===== config.mk =====
export PLATFORM = sky130hd
export DESIGN_NAME = pll_reset_sequencer
export DESIGN_NICKNAME = d
export VERILOG_FILES = /design/src/rtl/pll_reset_sequencer.sv
export SDC_FILE = /design/constraint.sdc
export NUM_CORES = 1
export LEC_CHECK = 0
export CAP_MARGIN = 25
export CELL_PAD_IN_SITES_DETAIL_PLACEMENT = 0
export CELL_PAD_IN_SITES_GLOBAL_PLACEMENT = 1
export CORE_MARGIN = 2
export CORE_UTILIZATION = 45
export DETAILED_ROUTE_END_ITERATION = 8
export PLACE_DENSITY_LB_ADDON = 0.1
export SYNTH_ARGS = -nofsm -noshare
export SYNTH_HDL_FRONTEND = slang
export SYNTH_SLANG_ARGS = --single-unit

===== constraint.sdc =====
create_clock -name clk -period 2.95 [get_ports clk]
set_input_delay 0.59 -clock clk [delete_from_list [all_inputs] [get_ports clk]]
set_output_delay 0.59 -clock clk [all_outputs]
set_load 0.005 [all_outputs]

===== src/rtl/pll_reset_sequencer.sv =====
`default_nettype none
// ============================================================================
// Module   : pll_reset_sequencer
// Purpose  : Sequences an SB_PLL40_CORE bring-up from the reference clock.
//            Pulses the PLL RESETB, waits for a filtered LOCK, holds the
//            PLL-domain reset for a release delay, then runs. Timeouts trigger
//            a retry. Loss of lock while running re-runs the whole sequence.
//            Runs on the reference clock, so it keeps working while the PLL
//            is unlocked.
// Ports    : clk          - reference clock (same net as PLL REFERENCECLK)
//            rst          - synchronous active-high reset
//            pll_lock     - PLL LOCK, asynchronous, synchronized here
//            restart_req  - single-cycle request to re-run the sequence
//            pll_resetb   - PLL RESETB, active low
//            sys_rst      - active-high reset for the PLL-output domain
//            pll_ok       - high only while running
//            retry_count  - timeout retries since rst, saturates at 15
//            fault        - retry limit exhausted
// Options  : `define PLL_SEQ_RETRY_LIMIT_EN adds the FAULT state, entered
//            after MAX_RETRIES consecutive failed attempts. Without it,
//            retries continue forever and fault is tied low.
// Revision : 1.0 - initial release
// ============================================================================
module pll_reset_sequencer #(
  parameter int RESET_PULSE   = 16,
  parameter int LOCK_STABLE   = 64,
  parameter int LOCK_TIMEOUT  = 16000,
  parameter int RELEASE_DELAY = 256,
  parameter int LOSS_FILTER   = 4,
  parameter int MAX_RETRIES   = 7,
  parameter int CNT_W         = 16
) (
  input  logic       clk,
  input  logic       rst,
  input  logic       pll_lock,
  input  logic       restart_req,
  output logic       pll_resetb,
  output logic       sys_rst,
  output logic       pll_ok,
  output logic [3:0] retry_count,
  output logic       fault
);

  // State encoding
  localparam logic [2:0] c_ST_PLL_RST   = 3'd0;
  localparam logic [2:0] c_ST_WAIT_LOCK = 3'd1;
  localparam logic [2:0] c_ST_RELEASE   = 3'd2;
  localparam logic [2:0] c_ST_RUN       = 3'd3;
`ifdef PLL_SEQ_RETRY_LIMIT_EN
  localparam logic [2:0] c_ST_FAULT     = 3'd4;
`endif

  // Terminal compares: counters start at 0 on state entry, so the last
  // cycle of an N-cycle interval sees the counter at N-1.
  localparam logic [CNT_W-1:0] c_RST_LAST     = CNT_W'(RESET_PULSE - 1);
  localparam logic [CNT_W-1:0] c_STABLE_LAST  = CNT_W'(LOCK_STABLE - 1);
  localparam logic [CNT_W-1:0] c_TIMEOUT_LAST = CNT_W'(LOCK_TIMEOUT - 1);
  localparam logic [CNT_W-1:0] c_RELEASE_LAST = CNT_W'(RELEASE_DELAY - 1);
  localparam logic [CNT_W-1:0] c_LOSS_LAST    = CNT_W'(LOSS_FILTER - 1);
  // Fail counter saturates at the retry limit so it can never wrap.
  localparam logic [CNT_W-1:0] c_FAIL_SAT     = CNT_W'(MAX_RETRIES);
`ifdef PLL_SEQ_RETRY_LIMIT_EN
  localparam logic [CNT_W-1:0] c_FAIL_LAST    = CNT_W'(MAX_RETRIES - 1);
`endif

  logic             sync1_q;
  logic             lock_s_q;
  logic [2:0]       state_q;
  logic [2:0]       state_d;
  logic [CNT_W-1:0] phase_q;
  logic [CNT_W-1:0] filt_q;
  logic [CNT_W-1:0] fail_q;
  logic [3:0]       retry_q;
  logic             pll_resetb_q;
  logic             sys_rst_q;
  logic             pll_ok_q;
  logic             pll_resetb_d;
  logic             sys_rst_d;
  logic             pll_ok_d;
  logic             timeout_w;
  logic             restart_w;
  logic             state_chg_w;
`ifdef PLL_SEQ_RETRY_LIMIT_EN
  logic             fault_q;
  logic             fault_d;
`endif

  // A restart during PLL_RST is ignored so the pulse length stays intact.
  assign restart_w   = restart_req && (state_q != c_ST_PLL_RST);
  assign state_chg_w = (state_d != state_q);

  // 2-flop synchronizer for the asynchronous LOCK output.
  always_ff @(posedge clk) begin
    if (rst) begin
      sync1_q  <= 1'b0;
      lock_s_q <= 1'b0;
    end else begin
      sync1_q  <= pll_lock;
      lock_s_q <= sync1_q;
    end
  end

  // State and registered Moore outputs.
  always_ff @(posedge clk) begin
    if (rst) begin
      state_q      <= c_ST_PLL_RST;
      pll_resetb_q <= 1'b0;
      sys_rst_q    <= 1'b1;
      pll_ok_q     <= 1'b0;
`ifdef PLL_SEQ_RETRY_LIMIT_EN
      fault_q      <= 1'b0;
`endif
    end else begin
      state_q      <= state_d;
      pll_resetb_q <= pll_resetb_d;
      sys_rst_q    <= sys_rst_d;
      pll_ok_q     <= pll_ok_d;
`ifdef PLL_SEQ_RETRY_LIMIT_EN
      fault_q      <= fault_d;
`endif
    end
  end

  // Next-state logic. restart_req overrides every other transition.
  always_comb begin
    state_d   = state_q;
    timeout_w = 1'b0;
    if (restart_w) begin
      state_d = c_ST_PLL_RST;
    end else begin
      case (state_q)
        c_ST_PLL_RST: begin
          if (phase_q == c_RST_LAST) state_d = c_ST_WAIT_LOCK;
        end
        c_ST_WAIT_LOCK: begin
          // Lock acceptance is checked first so it wins over a
          // coincident timeout.
          if (lock_s_q && (filt_q == c_STABLE_LAST)) begin
            state_d = c_ST_RELEASE;
          end else if (phase_q == c_TIMEOUT_LAST) begin
            timeout_w = 1'b1;
`ifdef PLL_SEQ_RETRY_LIMIT_EN
            state_d   = (fail_q >= c_FAIL_LAST) ? c_ST_FAULT : c_ST_PLL_RST;
`else
            state_d   = c_ST_PLL_RST;
`endif
          end
        end
        c_ST_RELEASE: begin
          if (!lock_s_q) begin
            state_d = c_ST_WAIT_LOCK;
          end else if (phase_q == c_RELEASE_LAST) begin
            state_d = c_ST_RUN;
          end
        end
        c_ST_RUN: begin
          if (!lock_s_q && (filt_q == c_LOSS_LAST)) state_d = c_ST_PLL_RST;
        end
`ifdef PLL_SEQ_RETRY_LIMIT_EN
        c_ST_FAULT: begin
          state_d = c_ST_FAULT;
        end
`endif
        default: begin
          state_d = c_ST_PLL_RST;
        end
      endcase
    end
  end

  // Output decode from the next state, so the registered outputs change on
  // the same edge as the state itself.
  always_comb begin
    pll_resetb_d = 1'b0;
    sys_rst_d    = 1'b1;
    pll_ok_d     = 1'b0;
`ifdef PLL_SEQ_RETRY_LIMIT_EN
    fault_d      = 1'b0;
`endif
    case (state_d)
      c_ST_WAIT_LOCK, c_ST_RELEASE: begin
        pll_resetb_d = 1'b1;
      end
      c_ST_RUN: begin
        pll_resetb_d = 1'b1;
        sys_rst_d    = 1'b0;
        pll_ok_d     = 1'b1;
      end
`ifdef PLL_SEQ_RETRY_LIMIT_EN
      c_ST_FAULT: begin
        fault_d = 1'b1;
      end
`endif
      default: begin
        pll_resetb_d = 1'b0;
      end
    endcase
  end

  // Phase counter, stable/loss filter, fail counter and retry counter.
  always_ff @(posedge clk) begin
    if (rst) begin
      phase_q <= '0;
      filt_q  <= '0;
      fail_q  <= '0;
      retry_q <= '0;
    end else begin
      if (state_chg_w) begin
        phase_q <= '0;
        filt_q  <= '0;
      end else begin
        case (state_q)
          c_ST_PLL_RST, c_ST_WAIT_LOCK, c_ST_RELEASE: phase_q <= phase_q + 1'b1;
          default:                                    phase_q <= phase_q;
        endcase
        // WAIT_LOCK counts consecutive lock-high cycles, RUN counts
        // consecutive lock-low cycles.
        case (state_q)
          c_ST_WAIT_LOCK: filt_q <= lock_s_q ? filt_q + 1'b1 : '0;
          c_ST_RUN:       filt_q <= lock_s_q ? '0 : filt_q + 1'b1;
          default:        filt_q <= '0;
        endcase
      end

      if (restart_w || (state_chg_w && (state_d == c_ST_RUN))) begin
        fail_q <= '0;
      end else if (timeout_w && (fail_q != c_FAIL_SAT)) begin
        fail_q <= fail_q + 1'b1;
      end

      if (timeout_w && (retry_q != 4'hF)) begin
        retry_q <= retry_q + 4'd1;
      end
    end
  end

  assign pll_resetb  = pll_resetb_q;
  assign sys_rst     = sys_rst_q;
  assign pll_ok      = pll_ok_q;
  assign retry_count = retry_q;
`ifdef PLL_SEQ_RETRY_LIMIT_EN
  assign fault       = fault_q;
`else
  assign fault       = 1'b0;
`endif

endmodule
`default_nettype wire


==> metrics <==
status=finished clean; count leader, synth=dfxtp_1; Final ANT Viol Nets=0; Distinct cells, synth=49; global-route wire length before repair=7460 um; layout cells sized above 1=7.84%; largest cells by area after synthesis=dfxtp_1 41%, nor3_1 7.4%, xor2_1 6.9%, xnor2_1 5.3%, nor2_1 3.3%; Reg clk slew, reported paths=0.08 ns; EDFF count, synth=0; Die W=73.2 um; GR Util All Layers=17.7%; Mapped Avg Cell Area=8.90 um2; Min Clock Period, post-route=2.48 ns; final setup violation count=0; H-tree depth=2; max frequency=404 MHz; largest net degree at the start of global routing=17; post-synthesis cell area=2150 um2; routability congestion estimate=0.789; Overflow after GRT=0; Cells after DPL=301; Iter 0 DRT Violations=87; Worst-Margin Slew=0.802 ns; setup TNS=0 ns; fraction of registers with async set/reset=0%; Seq/Total Area, Yosys=40.9%; Synth Instances=242; Final Hold Viols=0; Crit path arrival time=2.64 ns; DRT Pass-1 Iters=4; CTS Buffer Depth=2; drt drc=0; vias in the first global route=1,602; Initial Util=46.2%; Max Slew Vio Count=0; crit-path max FO=16; num ports=12; CTS Buf Count=5; latest clock arrival within the worst-skew pair=0.29 ns; CP Data Required Time=3.12 ns; Final HPWL DP=3050 um; setup bufs post-CTS=0; RSZ-0062 raised after global routing=no; Critical Path Start Type=flip-flop; relative slew slack=46.0%; CTS Hold Bufs=0; Area growth syn-to-layout=11.9%; PostCTS Resize Cnt=0; maximum VDD drop=0.216 mV; pre-CTS setup slack=0.450 ns; Synth top area share=40.9%; R2R depth=6; WHS=0.441 ns; Hold Crit Depth=1; final WL=4270 um; clk sinks=44; hold crit path type=reg2reg; maxcap violations=0; Yosys warnings=0; Die Height=73.2 um; #FFs+latches synth=44; final core occ=51.7%; initial antenna violation count=0; post-route insts no fill=309; pwr/cell area=451 nW/um2; per-cell routed wire length=13.8 um; Die ar.=5350 um2; Core Box Area=4660 um2; P_leak=0.000806 uW; CTS tree=yes; Synth Flop Type=dfxtp_1; area leader, netlist=dfxtp_1; Setup crit end kind=flip-flop; PnR worst setup slack=0.475 ns; Crit Path Class=reg2reg; final worst-path cycle share=83.9%; number of core rows=25; via count=1,685; CTS root buf=clkbuf_8; Via density=5.45; nets@finish=261; Port Buffers=10; clk_skew=0.00977 ns; n_diodes=0; top cells by count, synth=44 x dfxtp_1, 32 x nor3_1, 19 x nor2_1, 17 x xor2_1, 15 x nand2_1
==> flip-flops by register name, indices dropped and copies added (netlist names) <==
| signal | cells |
|---|---|
| sys_rst | 1 |
| pll_resetb | 1 |
| phase_q | 16 |
| sync1_q | 1 |
| state_q | 3 |
| retry_count | 4 |
| filt_q | 16 |
| pll_ok | 1 |
| lock_s_q | 1 |
==> power breakdown <==
group	leakage, uW	total, uW	internal [uW]	switching (uW)
Clock	0.0000541	459	251	209
Combinational	0.000396	26.8	12.6	14.3
Sequential	0.000355	600	596	3.98
==> cell usage in the layout, fill, tap and decap left out, types with 7 or more instances in the layout <==
master	count
clkdlybuf4s50_1	10
dfxtp_1	44
inv_1	7
nand2_1	15
nand3_1	13
nand4_1	8
nor2_1	19
nor3_1	32
nor4_1	8
xnor2_1	13
xor2_1	17
==> critical path, cell delays in order (launching register included) <==
cell,delay [ns]
dfxtp_1,0.40
ha_1,0.22
or4b_1,0.46
or4_4,0.50
o22a_1,0.21
o211ai_4,0.44
nor3_1,0.12
==> metal layers <==
layer | wire length (um) | GRT usage [%]
met5 | 0 | 0
met4 | 54 | 6.17
met3 | 72 | 2.90
met2 | 1880 | 27.0
met1 | 2260 | 25.0
==> kinds of logic after synthesis <==
kind of cell	share of synthesized area (%)
mux	0.930
buf+inv	3.89
xor+xnor	12.2
compound gates	7.09
simple gates	33.1
fa+ha+maj	1.74
other cells	0.174
flops	40.9
==> area by class of cell <==
type	count	area, um2
sequential	44	881
clock buffer	5	68.8
multi-input combinational	182	1190
inverter	7	26.3
fill	454	2250
tap	54	67.6
timing repair buffer	14	130
clock inverter	3	42.5
==> per-stage QoR <==
stage / total power [uW] / cell area [um2]
2_1_floorplan: 632 / 2160
3_3_place_gp: 641 / 2300
3_5_place_dp: 641 / 2300
4_1_cts: 1100 / 2410
5_1_grt: 1130 / 2410
6_report: 1090 / 2410
==> worst paths after layout <==
kind,start,endpoint,slack (ns)
hold reg to reg,sync1_q$_SDFF_PP0_,lock_s_q$_SDFF_PP0_,0.44
setup reg to reg,phase_q[0]$_SDFFE_PP0P_,phase_q[0]$_SDFFE_PP0P_,0.47
hold / removal,sync1_q$_SDFF_PP0_,lock_s_q$_SDFF_PP0_,0.44
setup / recovery,phase_q[0]$_SDFFE_PP0P_,phase_q[0]$_SDFFE_PP0P_,0.47
Power figures use the tool's default switching activity.
